### src/rtl/gpr_pkg.sv
// gpr_pkg: shared defaults, zero-register index, sweep FSM states and zero word for the GPR file
package gpr_pkg;
  localparam int XLEN_DEFAULT = 64;
  localparam int NREGS_DEFAULT = 32;
  localparam int ZERO_REG = 0;
  localparam logic [XLEN_DEFAULT-1:0] ZERO_WORD = '0;
  typedef enum logic {INIT, RUN} gpr_state_t;
endpackage

### src/rtl/gpr_scoreboard.sv
// gpr_scoreboard: per-register pending-write bits (set beats clear, x0 never pending) and per-read-port busy lookup
module gpr_scoreboard
  import gpr_pkg::*;
#(
  parameter int NREGS = NREGS_DEFAULT,
  parameter int NRD = 2,
  parameter int NWR = 1,
  parameter int AW = $clog2(NREGS)
)(
  input  logic clk,
  input  logic rst,
  input  logic run,
  input  logic [NWR-1:0] wc,
  input  logic [NWR*AW-1:0] wr_addr,
  input  logic sb_set_en,
  input  logic [AW-1:0] sb_set_addr,
  input  logic [NRD-1:0] rd_en,
  input  logic [NRD*AW-1:0] rd_addr,
  input  logic [NRD-1:0] hit,
  output logic [NRD-1:0] rd_busy
);
  logic [NREGS-1:0] pending, pending_n;
  always_comb begin
    pending_n = pending;
    for (int i = 0; i < NWR; i++)
      if (wc[i]) pending_n[wr_addr[i*AW +: AW]] = 1'b0;
    if (run && sb_set_en) pending_n[sb_set_addr] = 1'b1;
    pending_n[ZERO_REG] = 1'b0;
  end
  always_ff @(posedge clk)
    pending <= rst ? '0 : pending_n;
  always_comb begin
    rd_busy = '0;
    for (int j = 0; j < NRD; j++)
      rd_busy[j] = run & rd_en[j] & pending[rd_addr[j*AW +: AW]] & ~hit[j];
  end
endmodule

### src/rtl/gpr_file_mp.sv
// gpr_file_mp: multi-port GPR file (clk, rst, wr_en/wr_addr/wr_data, rd_en/rd_addr -> rd_data/rd_busy, sb_set_en/sb_set_addr, init_done) with post-reset clear sweep; GPR_BYPASS_EN enables same-cycle write-to-read bypass
module gpr_file_mp
  import gpr_pkg::*;
#(
  parameter int XLEN = XLEN_DEFAULT,
  parameter int NREGS = NREGS_DEFAULT,
  parameter int NRD = 2,
  parameter int NWR = 1,
  localparam int AW = $clog2(NREGS)
)(
  input  logic clk,
  input  logic rst,
  input  logic [NWR-1:0] wr_en,
  input  logic [NWR*AW-1:0] wr_addr,
  input  logic [NWR*XLEN-1:0] wr_data,
  input  logic [NRD-1:0] rd_en,
  input  logic [NRD*AW-1:0] rd_addr,
  output logic [NRD*XLEN-1:0] rd_data,
  output logic [NRD-1:0] rd_busy,
  input  logic sb_set_en,
  input  logic [AW-1:0] sb_set_addr,
  output logic init_done
);
  gpr_state_t state, state_n;
  logic [AW-1:0] cnt;
  logic [XLEN-1:0] regs [NREGS];
  logic run;
  logic [NWR-1:0] wc;
  logic [NRD-1:0] hit;
  assign run = state == RUN;
  assign init_done = run;
  assign state_n = (state == INIT && cnt == AW'(NREGS - 1)) ? RUN : state;
  always_comb begin
    wc = '0;
    for (int i = 0; i < NWR; i++)
      wc[i] = run & wr_en[i] & (wr_addr[i*AW +: AW] != AW'(ZERO_REG));
  end
  always_ff @(posedge clk) begin
    state <= rst ? INIT : state_n;
    cnt <= rst ? '0 : run ? cnt : cnt + 1'b1;
  end
  always_ff @(posedge clk)
    if (!rst) begin
      if (!run) regs[cnt] <= XLEN'(ZERO_WORD);
      for (int i = 0; i < NWR; i++)
        if (wc[i]) regs[wr_addr[i*AW +: AW]] <= wr_data[i*XLEN +: XLEN];
    end
  always_comb begin
    rd_data = '0;
    hit = '0;
    for (int j = 0; j < NRD; j++)
      if (run && rd_en[j] && rd_addr[j*AW +: AW] != AW'(ZERO_REG)) begin
        rd_data[j*XLEN +: XLEN] = regs[rd_addr[j*AW +: AW]];
`ifdef GPR_BYPASS_EN
        for (int i = 0; i < NWR; i++)
          if (wc[i] && wr_addr[i*AW +: AW] == rd_addr[j*AW +: AW]) begin
            rd_data[j*XLEN +: XLEN] = wr_data[i*XLEN +: XLEN];
            hit[j] = 1'b1;
          end
`endif
      end
  end
  gpr_scoreboard #(.NREGS(NREGS), .NRD(NRD), .NWR(NWR), .AW(AW)) u_sb (
    .clk(clk),
    .rst(rst),
    .run(run),
    .wc(wc),
    .wr_addr(wr_addr),
    .sb_set_en(sb_set_en),
    .sb_set_addr(sb_set_addr),
    .rd_en(rd_en),
    .rd_addr(rd_addr),
    .hit(hit),
    .rd_busy(rd_busy)
  );
endmodule
### config.mk
export PLATFORM = sky130hd
export DESIGN_NAME = gpr_file_mp
export DESIGN_NICKNAME = d
export VERILOG_FILES = /design/src/rtl/gpr_pkg.sv /design/src/rtl/gpr_scoreboard.sv /design/src/rtl/gpr_file_mp.sv
export SDC_FILE = /design/constraint.sdc
export NUM_CORES = 2
export LEC_CHECK = 0
export CAP_MARGIN = 20
export CORE_UTILIZATION = 45
export CTS_CLUSTER_DIAMETER = 80
export DETAILED_ROUTE_END_ITERATION = 10
export SYNTH_ARGS = -nofsm -noshare
export SYNTH_HDL_FRONTEND = slang
export SYNTH_HIERARCHICAL = 1
export SYNTH_SLANG_ARGS = --single-unit
### constraint.sdc
create_clock -name clk -period 6.5 [get_ports clk]
set_input_delay 1.3 -clock clk [delete_from_list [all_inputs] [get_ports clk]]
set_output_delay 1.3 -clock clk [all_outputs]
set_load 0.1 [all_outputs]
# [Yosys cells after proc, flatten, opt, wreduce, memory -nomap -nowiden]
# Memory sizes are Yosys's and may differ from the RTL's.
# Cells that the tools add are included.
[word_totals] ff_bits=37 n_memories=1 mem_bits_rw=2048 output_inout_bits=131
[mem_list] name="regs" words=32 width=64 rd=2 rd_clocked_by_memory_dff=0 write_ports=1 line_no="gpr_file_mp.sv:26" text="logic [XLEN-1:0] regs [NREGS];"
[classes] bitwise_logic=10 n_reduce_logical=12 n_eq_ne=1 n_addsub=1 order_cmp=6 mux=21
[op_table] cell="$mux W64" count=3
[op_table] cell="$mux W32" count=2
[op_table] cell="$reduce_or A64 Y1" count=1
[op_table] cell="$and A32 B32 Y32" count=1
[op_table] cell="$not A32 Y32" count=1
[op_table] cell="$or A32 B32 Y32" count=1
[op_table] cell="$lt A5 B6 Y1 const B" count=4
[op_table] cell="$reduce_bool A5 Y1" count=3
[op_table] cell="$mux W1" count=11
[op_table] cell="$bmux W1 S5" count=2
[op_table] cell="$demux W1 S5" count=2
[op_table] cell="$ge A5 B1 Y1 const B" count=2
[op_table] cell="$logic_and A1 B1 Y1" count=8
[op_table] cell="$and A1 B1 Y1" count=6
[op_table] cell="$add A5 B1 Y5 const B" count=1
[op_table] cell="$eq A5 B5 Y1 const B" count=1
[op_table] cell="$mux W5" count=1
[op_table] cell="$not A1 Y1" count=1

# [Logic depth before layout (Yosys ltp)]
[logic_depth] depth_word=9 ltp_mapped=9

# [Hierarchy]
# Netlist, hierarchy kept.
[modules_own_cells] mod="gpr_file_mp" area_each_um2=94668.3 instances=1 cells_each=4626
[modules_own_cells] mod="gpr_scoreboard" area_each_um2=1823.0 instances=1 cells_each=201

# [Worst setup path before layout]
# OpenSTA, ideal clock, no wires.
[synth_path] kind="in2out" from="input rd_addr[2]" to="output rd_data[33]" arrival_ns=4.560 path_slack_ns=0.640 t_required_ns=5.200 cell_stages=7 cell_sequence="or3b_2 > clkbuf_1 > clkbuf_1 > buf_1 > o221ai_1 > a211oi_1 > nor3_1"
[synth_between] elab_chain_len=3
[synth_rtl] item="start: declaration" line_no="gpr_file_mp.sv:17" text="input logic [NRD*AW-1:0] rd_addr,"
[synth_rtl] item="parallel branches: the longest is 2 deep, another holds $mem_v2 Z32 W64"
[synth_rtl] item="$mux W64 *" line_no="gpr_file_mp.sv:52" text="if (run && rd_en[j] && rd_addr[j*AW +: AW] != AW'(ZERO_REG)) begin"
[synth_rtl] item="end: declaration" line_no="gpr_file_mp.sv:18" text="output logic [NRD*XLEN-1:0] rd_data,"
# Every way passes the cells marked *.

# [Worst setup path in the final report]
[layout_path] from="input rd_addr[3]" to="output rd_data[45]"
# Same word-level chain as after synthesis.

==> results_dict.tcl <==
set metrics [dict create \
    status "complete, no violations" \
    fin_skew_ns 0.0233 \
    htreeDepth 4 \
    routedWlPerCell_um 36.6 \
    setup_viol 0 \
    cts_root_buffer "clkbuf_16" \
    ctsHoldBuffers 0 \
    clock.fmax_mhz 169 \
    synthFlopType "edfxtp_1" \
    die_w_um 465 \
    synth-async-reset-ratio 0 \
    worstSkewPairLatency_ns 0.87 \
    finish.instance_area_um2 111000 \
    dp.cells 7723 \
    swShare 0.219 \
    synth_cell_type_count 55 \
    drv_cap 0 \
    fp.dieH_um 465 \
    wl_met2_mm 147 \
    core_um2 213000 \
    fin_tns_setup_ns 0 \
    syn_to_final_growth_pct 15.2 \
    io_buffers 220 \
    final_nets 5216 \
    globalRoute.totalOverflow 0 \
    postCtsSetupBuffers 0 \
    fin_crit_ns 5.91 \
    rows 169 \
    cts_buffers 217 \
    clk_pin_slew_ns 0.06 \
    seqPwrFrac 0.514 \
    cp-end-kind "output port" \
    ir_drop_mv 0.296 \
    avgSynthCellArea_um2 20.0 \
    wirelength_mm 297 \
    ant_nets 0 \
    first_pass_iters 6 \
    drive_above_1_share 0.312 \
    die-area_um2 216000 \
    yosys-top-cells-count "edfxtp_1, mux4_2, mux2i_1" \
    synth.cell_area_um2 96500 \
    cts.sinks 2085 \
    synthTopCellsByArea "edfxtp_1, mux4_2, mux2i_1" \
    grt_pass1_wl_mm 419 \
    drv_slew 0 \
    critPathMaxFanout 29 \
    layout.cells.non_filler 8124 \
    clk_path_buf_depth 3 \
    fin_crit_sh 0.909 \
    hpwl_mm 162 \
    globalplace.congestion 0.806 \
    p_sw_mw 6.26 \
    synthCells 4827 \
    ioPinCount 221 \
    wl_met1_mm 119 \
    p_int_mw 22.3 \
    via_count 54962 \
    drc_errors 0 \
    power-per-cell-area_nw_per_um2 257 \
    synth_top_cell_by_area "edfxtp_1" \
    grt_max_degree 109 \
    startpoint_type "primary input" \
    yosysMostFrequentCell "edfxtp_1" \
    rsz0062_at_grt "false" \
    yosys_warnings 6 \
    combPwrFrac 0.059 \
    via_per_inst 6.77 \
    grt_pass1_vias 56265 \
    drtIter0Drc 6354 \
    hold_viol 0 \
    diodes 0 \
    ys_ff_latch 2085 \
    highest_layer "met4" \
    critPathKind "primary input to output port" \
    cts.repair.resized 0 \
    synth_top_area_frac 0.637 \
    slew_headroom 0.163 \
    track_usage 0.273 \
    ys_seq_area_frac 0.645 \
    synth-edff-count 2048 \
    start_util 0.454 \
    final.fill_count 16560 \
    cp_data_required_time_ns 5.20 \
    holdCritPathClass "flip-flop to flip-flop" \
    leakagePower_nw 32.4 \
    cts_tree "done" \
    clkPwrFrac 0.426 \
    place_area_um2 104000 \
    worstPathArrival_ns 4.61 \
    worst_pin_slew_ns 1.22 \
    grt_antenna_before_repair 7 \
    met3_length_mm 23.2 \
]
[cells by family (layout without fill, tap and decap cells)]
family	Yosys count	after routing	synth area share
flip-flops	2085	2085	0.645
multiplexers	1460	1460	0.271
other	1	2	0.0000389
AO/OA/AOI/OAI	564	564	0.0467
buffers and inverters	405	880	0.0202
AND/OR/NAND/NOR	308	308	0.0166
adder cells (fa/ha/maj)	2	2	0.000259
XOR/XNOR	2	2	0.000182
[metal layers]
layer,up-vias,track usage
met3,488,0.0442
li1,21777,-
met5,-,0
met4,0,0.0762
met2,2722,0.454
met1,29975,0.374
[worst max-delay path, stage by stage]
cell and delay (ns):
buf_2 0.47, or3b_4 0.86, o22ai_1 0.20, a2111oi_0 1.07, nor3_1 0.36, buf_12 0.28
[worst paths after layout]
path	from	endpoint	slack, ns	cells after the start
max reg2reg	init_done$_SDFFE_PP0P_	regs[10][43]$_DFFE_PP_	2.98	7
max	rd_addr[3]	rd_data[45]	0.59	6
min reg2reg	u_sb/pending[17]$_SDFF_PP0_	u_sb/pending[17]$_SDFF_PP0_	0.49	2
min	u_sb/pending[17]$_SDFF_PP0_	u_sb/pending[17]$_SDFF_PP0_	0.49	2
[layout make-up]
cell class	count	area, um2	area share
clock buffer	272	5740	0.0516
clock inverter	126	1140	0.0102
inverter	5	18.8	0.000169
multi-input combinational	2338	32600	0.293
sequential	2085	62200	0.560
tap	2821	3530	0.0317
timing repair buffer	477	5930	0.0533
[metrics by stage]
| stage | hold WS, ns | total power, mW | worst slack, ns | util |
|---|---|---|---|---|
| 6_report | 0.491 | 28.6 | 0.594 | 0.523 |
| 3_3_place_gp | 0.472 | 16.7 | 0.655 | 0.491 |
| 5_1_grt | 0.511 | 29.3 | 0.557 | 0.523 |
| 2_1_floorplan | 0.453 | 16.1 | 0.640 | - |
| 4_1_cts | 0.491 | 28.7 | 0.689 | 0.523 |
| 3_5_place_dp | 0.482 | 16.7 | 0.702 | 0.491 |
[power by group through the flow]
| stage | registers (mW) | clock network [mW] | logic (mW) |
|---|---|---|---|
| after global routing | 14.7 | 12.8 | 1.77 |
| final | 14.7 | 12.2 | 1.69 |
| after CTS | 14.7 | 12.3 | 1.70 |
| after global placement | 15.0 | 0 | 1.69 |
| after floorplan | 15.0 | 0 | 1.12 |
| after detailed placement | 15.0 | 0 | 1.70 |
[registers in the layout, summed over array words and instances, names as in the netlist]
name,count
regs,2048
init_done,1
u_sb/pending,31
cnt,5
[layout by cell type, fill, tap and decap left out, drive strengths merged, types with 10 or more instances in the layout]
cell           netlist  final
a2111oi             57     57
a211oi              58     58
a21oi               34     34
a22o               112    112
and2                65     65
buf                193    395
bufinv               0     17
clkbuf             207    273
clkdlybuf4s50        0     81
clkinv               0     99
dfxtp               37     37
edfxtp            2048   2048
inv                  5     10
mux2                10     10
mux2i              531    531
mux4               919    919
nand2               46     46
nand2b              11     11
nor2                66     66
nor3                71     71
o21ai               32     32
o221ai             127    127
o22a                65     65
o22ai               56     56
Note: power is estimated with default switching activity, not from simulation.
